<file path="src/rtl/wb_pkg.sv">
// Shared definitions for the register-file writeback port arbiter.
//   XLEN       : register data width
//   REG_ADDR_W : register address width
//   wb_entry_t : one buffered multiply/divide result {live, rd, data}
package wb_pkg;

    localparam int unsigned XLEN       = 32;
    localparam int unsigned REG_ADDR_W = 5;

    typedef struct packed {
        logic                  live;
        logic [REG_ADDR_W-1:0] rd;
        logic [XLEN-1:0]       data;
    } wb_entry_t;

endpackage

</file>
<file path="src/rtl/wb_result_fifo.sv">
// Result buffer for multiply/divide writebacks.
//   clk, rst     : clock, asynchronous active-low reset
//   i_push       : write {live = rd != 0, rd, data} at the tail
//   i_pop        : retire the head entry
//   i_kill       : clear live on every entry whose rd matches i_kill_rd
//   o_head       : head entry (registered state)
//   o_count      : occupied entries
//   o_mask       : one-hot(rd) OR-ed over live entries
// The caller never pushes when full and never pops when empty.
module wb_result_fifo
    import wb_pkg::*;
#(
    parameter int unsigned DEPTH = 2
) (
    input  logic                  clk,
    input  logic                  rst,
    input  logic                  i_push,
    input  logic [REG_ADDR_W-1:0] i_push_rd,
    input  logic [XLEN-1:0]       i_push_data,
    input  logic                  i_pop,
    input  logic                  i_kill,
    input  logic [REG_ADDR_W-1:0] i_kill_rd,
    output wb_entry_t             o_head,
    output logic [$clog2(DEPTH):0] o_count,
    output logic [XLEN-1:0]       o_mask
);

    localparam int unsigned PTR_W = $clog2(DEPTH);
    localparam int unsigned CNT_W = PTR_W + 1;

    wb_entry_t              r_mem [DEPTH];
    logic [PTR_W-1:0]       r_rd_ptr;
    logic [PTR_W-1:0]       r_wr_ptr;
    logic [CNT_W-1:0]       r_count;
    logic [XLEN-1:0]        w_mask;

    // Unoccupied slots always hold live = 0, so the mask can scan every slot.
    always_ff @(posedge clk or negedge rst) begin
        if (!rst) begin
            for (int i = 0; i < DEPTH; i++) begin
                r_mem[i] <= '0;
            end
        end else begin
            for (int i = 0; i < DEPTH; i++) begin
                if (i_kill && (r_mem[i].rd == i_kill_rd)) begin
                    r_mem[i].live <= 1'b0;
                end
            end
            if (i_pop) begin
                r_mem[r_rd_ptr].live <= 1'b0;
            end
            // Tail slot is free, so a same-cycle kill never touches the new entry.
            if (i_push) begin
                r_mem[r_wr_ptr].live <= (i_push_rd != '0);
                r_mem[r_wr_ptr].rd   <= i_push_rd;
                r_mem[r_wr_ptr].data <= i_push_data;
            end
        end
    end

    always_ff @(posedge clk or negedge rst) begin
        if (!rst) begin
            r_rd_ptr <= '0;
            r_wr_ptr <= '0;
            r_count  <= '0;
        end else begin
            if (i_push) begin
                r_wr_ptr <= r_wr_ptr + PTR_W'(1);
            end
            if (i_pop) begin
                r_rd_ptr <= r_rd_ptr + PTR_W'(1);
            end
            case ({i_push, i_pop})
                2'b10:   r_count <= r_count + CNT_W'(1);
                2'b01:   r_count <= r_count - CNT_W'(1);
                default: r_count <= r_count;
            endcase
        end
    end

    always_comb begin
        w_mask = '0;
        for (int i = 0; i < DEPTH; i++) begin
            if (r_mem[i].live) begin
                w_mask[r_mem[i].rd] = 1'b1;
            end
        end
    end

    assign o_head  = r_mem[r_rd_ptr];
    assign o_count = r_count;
    assign o_mask  = w_mask;

endmodule

</file>
<file path="src/rtl/writeback_port_arbiter.sv">
// Shares the register-file write port between the writeback stage and the
// multiply/divide unit. Pipeline writes win; MD results wait in a buffer and
// drain into idle port cycles; a starvation counter forces a one-cycle stall.
//   clk, rst                  : clock, asynchronous active-low reset
//   RegWriteW/RdW/ResultW     : writeback-stage write request
//   md_valid/md_rd/md_result  : MD result offer; md_ready accepts it
//   stall_wb                  : freeze the writeback stage this cycle
//   RegWriteRF/RdRF/WriteDataRF : register-file write port
//   pending_mask              : registers with a live buffered result
//   buf_count                 : occupied buffer entries
module writeback_port_arbiter
    import wb_pkg::*;
#(
    parameter int unsigned DEPTH        = 2,
    parameter int unsigned STARVE_LIMIT = 4
) (
    input  logic                   clk,
    input  logic                   rst,
    input  logic                   RegWriteW,
    input  logic [REG_ADDR_W-1:0]  RdW,
    input  logic [XLEN-1:0]        ResultW,
    input  logic                   md_valid,
    input  logic [REG_ADDR_W-1:0]  md_rd,
    input  logic [XLEN-1:0]        md_result,
    output logic                   md_ready,
    output logic                   stall_wb,
    output logic                   RegWriteRF,
    output logic [REG_ADDR_W-1:0]  RdRF,
    output logic [XLEN-1:0]        WriteDataRF,
    output logic [XLEN-1:0]        pending_mask,
    output logic [$clog2(DEPTH):0] buf_count
);

    localparam int unsigned CNT_W = $clog2(DEPTH) + 1;
    localparam int unsigned SW    = $clog2(STARVE_LIMIT + 1);

    wb_entry_t        w_head;
    logic [CNT_W-1:0] w_count;
    logic             w_empty;
    logic             w_pw;
    logic             w_head_live;
    logic             w_pop;
    logic             w_push;
    logic             w_lost;
    logic [SW-1:0]    r_starve;
    logic [SW-1:0]    w_starve_d;
    logic             r_stall;
    logic             w_stall_d;

    assign w_empty     = (w_count == '0);
    // RegWriteW is ignored while the stage is frozen.
    assign w_pw        = RegWriteW && (RdW != '0) && !r_stall;
    assign w_head_live = !w_empty && w_head.live;
    // A dead head retires without the port; a live one only when the pipeline is idle.
    assign w_pop       = !w_empty && (!w_head.live || !w_pw);
    assign w_lost      = w_head_live && w_pw;
    assign md_ready    = (w_count < CNT_W'(DEPTH));
    assign w_push      = md_valid && md_ready;

    wb_result_fifo #(
        .DEPTH (DEPTH)
    ) u_fifo (
        .clk         (clk),
        .rst         (rst),
        .i_push      (w_push),
        .i_push_rd   (md_rd),
        .i_push_data (md_result),
        .i_pop       (w_pop),
        .i_kill      (w_pw),
        .i_kill_rd   (RdW),
        .o_head      (w_head),
        .o_count     (w_count),
        .o_mask      (pending_mask)
    );

    always_comb begin
        RegWriteRF  = w_pw || w_head_live;
        RdRF        = w_pw ? RdW : w_head.rd;
        WriteDataRF = w_pw ? ResultW : w_head.data;
    end

    always_comb begin
        w_starve_d = r_starve;
        w_stall_d  = 1'b0;
        if (w_empty || w_pop) begin
            w_starve_d = '0;
        end else if (w_lost) begin
            if (r_starve == SW'(STARVE_LIMIT - 1)) begin
                w_starve_d = '0;
                w_stall_d  = 1'b1;
            end else begin
                w_starve_d = r_starve + 1'b1;
            end
        end
    end

    always_ff @(posedge clk or negedge rst) begin
        if (!rst) begin
            r_starve <= '0;
            r_stall  <= 1'b0;
        end else begin
            r_starve <= w_starve_d;
            r_stall  <= w_stall_d;
        end
    end

    assign stall_wb  = r_stall;
    assign buf_count = w_count;

endmodule

</file>
<file path="config.mk">
export PLATFORM = sky130hd
export DESIGN_NAME = writeback_port_arbiter
export DESIGN_NICKNAME = d
export VERILOG_FILES = /design/src/rtl/wb_pkg.sv /design/src/rtl/wb_result_fifo.sv /design/src/rtl/writeback_port_arbiter.sv
export SDC_FILE = /design/constraint.sdc
export NUM_CORES = 1
export LEC_CHECK = 0
export BUFFER_PORTS_ARGS = -buffer_cell sky130_fd_sc_hd__buf_2
export CORE_ASPECT_RATIO = 0.8
export CORE_MARGIN = 5
export CORE_UTILIZATION = 51
export CTS_CLUSTER_DIAMETER = 50
export DETAILED_ROUTE_END_ITERATION = 8
export PLACE_DENSITY = 0.81
export SKIP_CTS_REPAIR_TIMING = 1
export SLEW_MARGIN = 25
export SYNTH_ARGS = -nofsm -noshare
export SYNTH_HDL_FRONTEND = slang
export SYNTH_SLANG_ARGS = --single-unit
</file>
<file path="constraint.sdc">
create_clock -name clk -period 2.15 [get_ports clk]
set_input_delay 0.1075 -clock clk [delete_from_list [all_inputs] [get_ports clk]]
set_output_delay 0.1075 -clock clk [all_outputs]
set_load 0.005 [all_outputs]
</file>
## After elaboration in Yosys (flattened, before gate mapping)

Index checks and enable logic that the tools add are counted.
Widths: inputs -> output; s select.

- Latch bits: 0
- Bits in writable memories: 0
- ROM bits: 0
- Input port bits: 78
- Output and inout port bits: 74
- Memories kept: 0
- Logic and storage cells: 91
- Register bits after elaboration: 84

- Reductions and logical operators: 24
- Add/subtract/negate cells: 5
- Order comparisons: 9
- Divide/modulo/power cells: 0
- Multiplexer cells: 34
- Shifts and indexed selects: 0
- Equality and inequality tests: 5
- Multipliers: 0
- Bitwise gates (word level): 3

Operators with widths:

| cell | count |
|---|---|
| $bwmux 76 | 4 |
| $mux 38 | 5 |
| $demux 38 s1 | 4 |
| $mux 76 | 2 |
| $mux 32 | 4 |
| $mux 37 | 1 |
| $or 32x32->32 | 1 |
| $logic_and 1x1->1 | 12 |
| $lt 5x6->1 const B | 2 |
| $demux 1 s5 | 2 |
| $eq 5x5->1 | 2 |
| $ge 5x1->1 const B | 2 |
| $reduce_bool 5->1 | 2 |
| $mux 3 | 3 |
| $mux 1 | 7 |
| $mux 5 | 1 |
| $ge 2x2->1 const B | 2 |
| $logic_not 1->1 | 4 |
| $lt 2x1->1 const B | 2 |
| $not 1->2 | 2 |
| $pmux 2 s2 | 1 |
| $reduce_bool 2->1 | 2 |
| $add 3x1->3 const B | 1 |
| $eq 3x2->1 const B | 1 |
| other kinds (8) | 11 |

## Longest topological paths before layout

Gate-level depths: netlist (run 1).

- Depth after elaboration: 12
- Gate-level depth with buffers: 9
- Mapped depth without buffers: 8

## Hierarchy

A second synthesis (run 1) with hierarchy kept.

- Cells, all modules: 373
- Area total of the unflattened synthesis: 4,887.2 um2

By module, submodules not included:

| module | seq. area each (um2) | cells each | area each (um2) | times used |
|---|---|---|---|---|
| wb_result_fifo | 2,001.9 | 308 | 4,206.5 | 1 |
| writeback_port_arbiter | 100.1 | 65 | 680.7 | 1 |

## Worst setup path before layout (run 1)

OpenSTA, ideal clock, no wires.

- Kind: reg-to-reg
- Start: reg r_stall (netlist: stall_wb)
- End: reg u_fifo.r_count[1] (netlist: u_fifo.o_count[1])
- Data required time: 2.070 ns
- Cell stages (with the launch flop): 9
- Slack: 0.441 ns
- Library setup time: 0.080 ns
- Arrival time: 1.629 ns
- Clock period less this slack: 1.709 ns
- Buffers on the path: 1
- Path through: dfrtp_1 nor2b_1 o21ai_4 buf_6 o22ai_1 inv_1 ha_1 nor2_1 xnor2_1

- Cells in the longest elaborated chain, start to end: 7
- Elaborated cells on any way between the ends: 9
- Classes of those cells: eq/ne: 2; mux: 1; reduce/logical: 6

Ends and longest elaborated chain:

| what | line | source |
|---|---|---|
| start: declaration | writeback_port_arbiter.sv:47 | `logic r_stall;` |
| start signal: assignment | writeback_port_arbiter.sv:103 | `r_stall <= w_stall_d;` |
| $logic_not 1->1 (*) | writeback_port_arbiter.sv:52 | `assign w_pw = RegWriteW && (RdW != '0) && !r_stall;` |
| $logic_and 1x1->1 (*) | writeback_port_arbiter.sv:52 |  |
| $logic_not 1->1 (*) | writeback_port_arbiter.sv:55 | `assign w_pop = !w_empty && (!w_head.live \|\| !w_pw);` |
| $logic_or 1x1->1 (*) | writeback_port_arbiter.sv:55 |  |
| $logic_and 1x1->1 (*) | writeback_port_arbiter.sv:55 |  |
| named net u_fifo.i_pop | wb_result_fifo.sv:20 | `input logic i_pop,` |
| $eq 2x1->1 or $eq 2x2->1 (tied branches) | wb_result_fifo.sv:73 | `case ({i_push, i_pop})` |
| $pmux 2 s2 or $reduce_bool 2->1 (tied branches) | n/a |  |
| end signal: assignment | wb_result_fifo.sv:74 | `2'b10: r_count <= r_count + CNT_W'(1);` |
| end signal: assignment | wb_result_fifo.sv:75 | `2'b01: r_count <= r_count - CNT_W'(1);` |
| end signal: assignment | wb_result_fifo.sv:76 | `default: r_count <= r_count;` |
| end: declaration | wb_result_fifo.sv:34 | `logic [CNT_W-1:0] r_count;` |

Mark *: on every way through the listed nets, which the timed path passes. The rest lies on a longest branch.
A chain may end at the register's enable or synchronous reset.

## Final worst setup path (run 1)

- Start: reg r_stall (netlist: stall_wb)
- End: reg u_fifo.r_mem[75] (netlist name)

- Cells in the longest elaborated chain, start to end: 10
- Elaborated cells on any way between the ends: 13
- Classes of those cells: mux: 7; reduce/logical: 6

Ends and longest elaborated chain:

| what | line | source |
|---|---|---|
| $logic_not 1->1 (*) | writeback_port_arbiter.sv:52 |  |
| $logic_and 1x1->1 (*) | writeback_port_arbiter.sv:52 |  |
| $logic_and 1x1->1 or $logic_not 1->1 (tied branches) | wb_result_fifo.sv:45, writeback_port_arbiter.sv:55 |  |
| $mux 1 or $logic_or 1x1->1 (tied branches) | wb_result_fifo.sv:45, writeback_port_arbiter.sv:55 |  |
| $bwmux 76 or $logic_and 1x1->1 (tied branches) | wb_result_fifo.sv:50, writeback_port_arbiter.sv:55 |  |
| $mux 76 (*) | wb_result_fifo.sv:49 | `if (i_pop) begin` |
| $bwmux 76 | wb_result_fifo.sv:54 | `r_mem[r_wr_ptr].live <= (i_push_rd != '0);` |
| $bwmux 76 | wb_result_fifo.sv:55 | `r_mem[r_wr_ptr].rd <= i_push_rd;` |
| $bwmux 76 | wb_result_fifo.sv:56 | `r_mem[r_wr_ptr].data <= i_push_data;` |
| $mux 76 (*) | wb_result_fifo.sv:53 | `if (i_push) begin` |
| end: declaration | wb_result_fifo.sv:31 | `wb_entry_t r_mem [DEPTH];` |

Mark *: on every way between the ends. The rest lies on a longest branch, timed or not.

==> impl_metrics.py, run 1 <==
metrics = {
    "global_route": {
        "grt_util_all_layers": 0.197,
        "grt_start_max_net_pins": 52,
        "grt-ovfl-total": 0,
        "grt_pass1_vias": 3741,
        "grt_pass1_wl_um": 17400,
        "antenna_found_initial": 1,
    },
    "floorplan": {
        "core_area_mm2": 0.00892,
        "die_height_um": 94.9,
        "start_util": 0.515,
        "die_x_um": 116,
        "core.rowCount": 31,
        "pin_count": 152,
        "die_area_mm2": 0.0110,
    },
    "clocking": {
        "cts_tree": "done",
        "clock_latency_ns": 0.33,
        "h-tree-depth": 3,
        "clock_path_buffers": 2,
        "root_buffer": "clkbuf_16",
        "clock_sinks": 84,
        "clkTransAtPathRegs_ns": 0.06,
        "cts_buffers": 9,
    },
    "route": {
        "wl_um": 10900,
        "drc": 0,
        "routed_via_density": 5.61,
        "drt-pass1-iter-count": 4,
        "drtIter0Drc": 267,
        "antenna_left": 0,
        "vias": 3751,
        "wire_per_inst_um": 16.3,
    },
    "synthesis": {
        "netlist_area_mm2": 0.00459,
        "yosysWarnings": 0,
        "syn_inst": 412,
        "postSynthAreaPerCell_um2": 11.1,
        "yosysSeqAreaShare": 0.458,
        "netlist-cell-type-count": 33,
        "synth-seq-cells": 84,
        "synth_fp_nets": 492,
    },
    "timing": {
        "skew_ns": 0.00517,
        "tns_ns": 0,
        "holdWs_ns": 0.00717,
        "rsz0062_at_grt": "false",
        "slew_headroom": 0.702,
        "setup_viol": 0,
        "finalMaxSlewViolations": 0,
        "worstMarginPinSlew_ns": 0.447,
        "final_hold_viol_count": 0,
        "period_share": 0.879,
        "fmax_ghz": 0.529,
        "min_period_ns": 1.89,
    },
    "finish": {
        "final_util": 0.650,
        "final_cells": 669,
        "num-nets-final": 629,
        "n_antenna_cell": 0,
        "layout-drive-gt1-share": 0.486,
        "areaGrowthSynthToFinish_pct": 26.3,
    },
    "pwr": {
        "power.share.clock": 0.217,
        "power.leakage_nw": 2.75,
        "p_int_mw": 5.32,
        "p_seq_frac": 0.372,
        "ir_drop_mv": 0.621,
        "p_total_mw": 8.04,
        "switching_share": 0.338,
        "comb_power_share": 0.411,
        "p_sw_mw": 2.72,
        "power_density_mw_per_mm2": 1390,
    },
    "worst_setup_path": {
        "crit_type": "reg -> reg",
        "critical_path_arrival_ns": 2.10,
        "cp-start-kind": "register",
        "critPathRequiredTime_ns": 2.36,
        "end_kind": "register",
        "worst-path-max-fanout": 45,
    },
    "place": {
        "hpwl_um": 7840,
        "numPortBuffers": 151,
        "placed_cells": 652,
        "place.gp.congestion": 0.885,
    },
    "flow_run": {
        "drv_cap": 0,
    },
    "outcome": {
        "status": "finished, final reports clean",
    },
    "hold_path": {
        "min_path_type": "in -> reg",
    },
}
## cells by family after synthesis
family	Yosys count	share of synthesized area
xor gates and xnor gates	14	0.0267
muxes	112	0.265
DFF	84	0.458
AOI/OAI and AO/OA	76	0.109
and+or+nand+nor	87	0.0962
adders and majority gates	2	0.00545
buffers and inverters	37	0.0406
## worst max-delay path, stage by stage, from the launching register on
cell     delay (ns)
dfrtp_1        0.38
nor2b_1        0.26
o21ai_4        0.15
buf_12         0.20
or4_1          0.54
a41o_1         0.25
## synthesized netlist by cell type, drive strengths merged
cell    instances  area share
mux2i          37       0.081
inv             3      0.0025
or3b            5      0.0095
nand3           7      0.0076
xor2            4      0.0076
a41o            2      0.0044
a22o            1      0.0019
a21oi          36       0.050
o21ai           3      0.0057
o22ai          33       0.045
or2             1      0.0014
xnor2          10       0.019
nor2           46       0.038
or3             3      0.0041
or4             4      0.0074
o221ai          1      0.0019
dfrtp          84        0.46
nand2b          1      0.0014
clkbuf         18       0.015
nor3            1      0.0011
mux2           75        0.18
nand2           5      0.0041
ha              2      0.0054
buf            16       0.023
nand3b         10       0.016
nor3b           1      0.0016
nor2b           3      0.0041
## per-stage QoR
stage	setup slack [ns]	instance area, um^2
final	0.261	5800
after global routing	0.198	5800
after CTS	0.253	5790
after global placement	0.335	5450
after detailed placement	0.269	5450
after floorplan	0.441	4590
## power by group through the flow
stage / clock, mW / sequential (mW) / combinational, mW
after floorplan: 0 / 2.68 / 2.65
after global placement: 0 / 2.93 / 3.23
after detailed placement: 0 / 3.01 / 3.32
after CTS: 1.78 / 2.98 / 3.34
after global routing: 1.84 / 3.10 / 3.65
final: 1.74 / 2.99 / 3.31
## layout by cell type (no fill, tap or decap), types with 4 or more instances in the layout
cell	n
a21oi_1	23
a21oi_2	13
buf_12	5
buf_2	150
buf_4	4
clkbuf_16	9
dfrtp_1	83
mux2_2	72
mux2i_1	37
nand2_1	5
nand3_1	6
nand3b_1	10
nor2_1	46
o22ai_1	33
or3b_2	5
xnor2_1	10
xor2_1	4
## sequential cells by signal, summed over array words and instances (netlist names)
signal and flops:
r_starve 3, stall_wb 1, u_fifo.o_count 2, u_fifo.r_mem 76, u_fifo.r_rd_ptr 1, u_fifo.r_wr_ptr 1
## per-layer routing
layer	wire length (um)	track usage	part of all wire	vias up
met3	1120	0.0634	0.10	13
li1	-	-	-	1765
met5	13	0	0.0012	-
met4	84	0.0406	0.0077	2
met2	5140	0.329	0.47	183
met1	4560	0.254	0.42	1788
## path summary, 6_finish.rpt
| path | from | end | slack [ns] | cells past startpoint |
|---|---|---|---|---|
| setup reg to reg | stall_wb | u_fifo.r_mem[75] | 0.26 | 5 |
| max in group asynchronous | rst | u_fifo.r_mem[49] | 1.26 | 3 |
| min in group asynchronous | rst | u_fifo.r_mem[40] | 0.26 | 2 |
| setup / recovery | stall_wb | u_fifo.r_mem[75] | 0.26 | 5 |
| hold / removal | md_result[10] | u_fifo.r_mem[48] | 0.007 | 2 |
| hold reg to reg | r_starve[0] | r_starve[0] | 0.45 | 1 |
## cell type report
class                      instances  area, um^2
multi-input combinational        291        2310
clock buffer                      10         229
fill                             723        3120
timing repair buffer             160         891
inverter                           3        11.3
sequential                        84        2100
tap                              115         144
clock inverter                     6         111
Note: power is estimated with default switching activity, not from simulation.
==> run 2: changes to the inputs <==
==> constraint.sdc (replaced) <==
create_clock -name clk -period 1.8 [get_ports clk]
set_input_delay 0 -clock clk [delete_from_list [all_inputs] [get_ports clk]]
set_output_delay 0 -clock clk [all_outputs]
set_load 0.005 [all_outputs]
==> run 2 against run 1 <==
Sequential power is 15% higher. Count of clock-buffer cells in the layout is 1 lower. Sequential share of layout area is 2.2 points lower. Cell area is 6.6% higher. Worst setup slack worse by 0.19 ns. Die area stayed put. First-iteration DRC count is 53% higher. Utilization is 4.3 points higher. Critical path depth is 1 lower. Clock skew is 0.0012 ns higher. Sequential cell count stayed put. Largest cell class unchanged.
==> impl_metrics.py, run 2 (same netlist as run 1, synthesis figures left out) <==
metrics = {
    "global_route": {
        "antenna_found_initial": 0,
        "grt_util_all_layers": 0.205,
        "grt_start_max_net_pins": 47,
        "grt_pass1_vias": 3742,
        "grt_pass1_wl_um": 18100,
        "grt-ovfl-total": 0,
    },
    "floorplan": {
        "die_x_um": 116,
        "pin_count": 152,
        "core_area_mm2": 0.00892,
        "die_area_mm2": 0.0110,
        "die_height_um": 94.9,
        "start_util": 0.515,
        "core.rowCount": 31,
    },
    "worst_setup_path": {
        "crit_type": "reg -> out",
        "critPathRequiredTime_ns": 1.80,
        "r2r_start": "stall_wb",
        "end_kind": "output pin",
        "crit_start": "u_fifo.r_mem[34]",
        "rr_endpoint": "u_fifo.o_count[1]",
        "reg2reg_slack_ns": 0.15,
        "reg2regPathDepth": 7,
        "cpPeakStageDelay_ns": 0.52,
        "cp-start-kind": "register",
        "worst-path-max-fanout": 10,
        "crit_chain": "buf_4 > or3b_2 > o22ai_1 > buf_2",
        "critical_path_arrival_ns": 1.73,
        "crit_slowest_cell": "or3b_2",
    },
    "finish": {
        "num-nets-final": 675,
        "n_antenna_cell": 0,
        "final_common_cell": "buf_2",
        "areaGrowthSynthToFinish_pct": 34.6,
        "final_cell_mix": "buf_2, dfrtp_1, mux2_2",
        "largest_reg_flops": 76,
        "largest-register": "u_fifo.r_mem",
        "layout-drive-gt1-share": 0.468,
    },
    "hold_path": {
        "worstHoldStart": "md_valid",
        "min_path_type": "in -> reg",
        "min_delay_path_depth": 4,
        "hold_path_end": "u_fifo.r_wr_ptr",
    },
    "route": {
        "wire_per_inst_um": 16.6,
        "wl_um": 11900,
        "drc": 0,
        "routed_via_density": 5.49,
        "drt-pass1-iter-count": 4,
        "vias": 3923,
        "antenna_left": 0,
        "drtIter0Drc": 409,
    },
    "clocking": {
        "clock_latency_ns": 0.33,
        "cts_tree": "done",
        "cts_buffers": 9,
        "h-tree-depth": 3,
        "clkTransAtPathRegs_ns": 0.07,
        "clock_path_buffers": 2,
        "clock_sinks": 84,
        "root_buffer": "clkbuf_16",
    },
    "timing": {
        "slew_headroom": 0.648,
        "holdWs_ns": 0.0373,
        "period_share": 0.959,
        "min_period_ns": 1.73,
        "worstMarginPinSlew_ns": 0.528,
        "fmax_ghz": 0.579,
        "finalMaxSlewViolations": 0,
        "setup_viol": 0,
        "skew_ns": 0.00639,
        "setup_ws_ns": 0.0736,
        "rsz0062_at_grt": "false",
        "final_hold_viol_count": 0,
    },
    "pwr": {
        "switching_share": 0.355,
        "p_int_mw": 6.15,
        "p_seq_frac": 0.361,
        "power_density_mw_per_mm2": 1540,
        "power.share.clock": 0.182,
        "power.leakage_nw": 2.92,
        "comb_power_share": 0.456,
        "p_sw_mw": 3.38,
        "ir_drop_mv": 0.784,
    },
    "place": {
        "hpwl_um": 8140,
        "numPortBuffers": 151,
        "dp_slack_ns": 0.0633,
        "place.gp.congestion": 0.875,
    },
    "outcome": {
        "status": "finished, final reports clean",
    },
    "flow_run": {
        "drv_cap": 0,
    },
}
## run 2: worst max-delay path by stage
stage,endpoint,slack [ns]
3_3_place_gp,u_fifo.o_count[1],0.1
3_5_place_dp,u_fifo.o_count[1],0.06
2_1_floorplan,u_fifo.o_count[1],0.09
6_report,pending_mask[10],0.07
4_1_cts,WriteDataRF[19],-0.21
5_1_grt,pending_mask[19],0.003
## run 2: layer usage
metal,vias up,global-route usage,wire length [um]
met5,-,0,0
met4,0,0.0367,135
met3,15,0.0570,1070
met2,191,0.340,5860
met1,1862,0.272,4790
li1,1855,-,-
## run 2: area by class of cell
type                       count  area (um^2)
sequential                    84         2100
fill                         673         2740
clock inverter                 7         56.3
tap                          115          144
timing repair buffer         206         1330
clock buffer                   9          225
inverter                       3         11.3
multi-input combinational    291         2310
## run 2: power groups by stage
stage               Sequential [mW]  Clock [mW]  Combinational (mW)
floorplan                      3.20           0                3.16
global placement               3.37           0                4.08
detailed placement             3.46           0                4.21
CTS                            3.42        1.80                4.23
global route                   3.57        1.87                4.77
finish                         3.44        1.74                4.35
## run 2: critical path, delay by kind of cell, from the launching register on
kind | cells | cell delay (ns)
simple gates | 1 | 0.52
flops | 1 | 0.39
buf+inv | 2 | 0.32
compound gates | 1 | 0.16
## run 2: through the flow
stage	TNS, ns	cell area [um^2]	utilization	cells	total power [mW]
after global placement	0	5490	0.615	661	7.45
after detailed placement	0	5490	0.615	661	7.67
final	0	6180	0.693	715	9.53
after CTS	-2.56	5770	0.647	677	9.45
after global routing	0	6180	0.693	715	10.2
after floorplan	0	4590	-	412	6.36
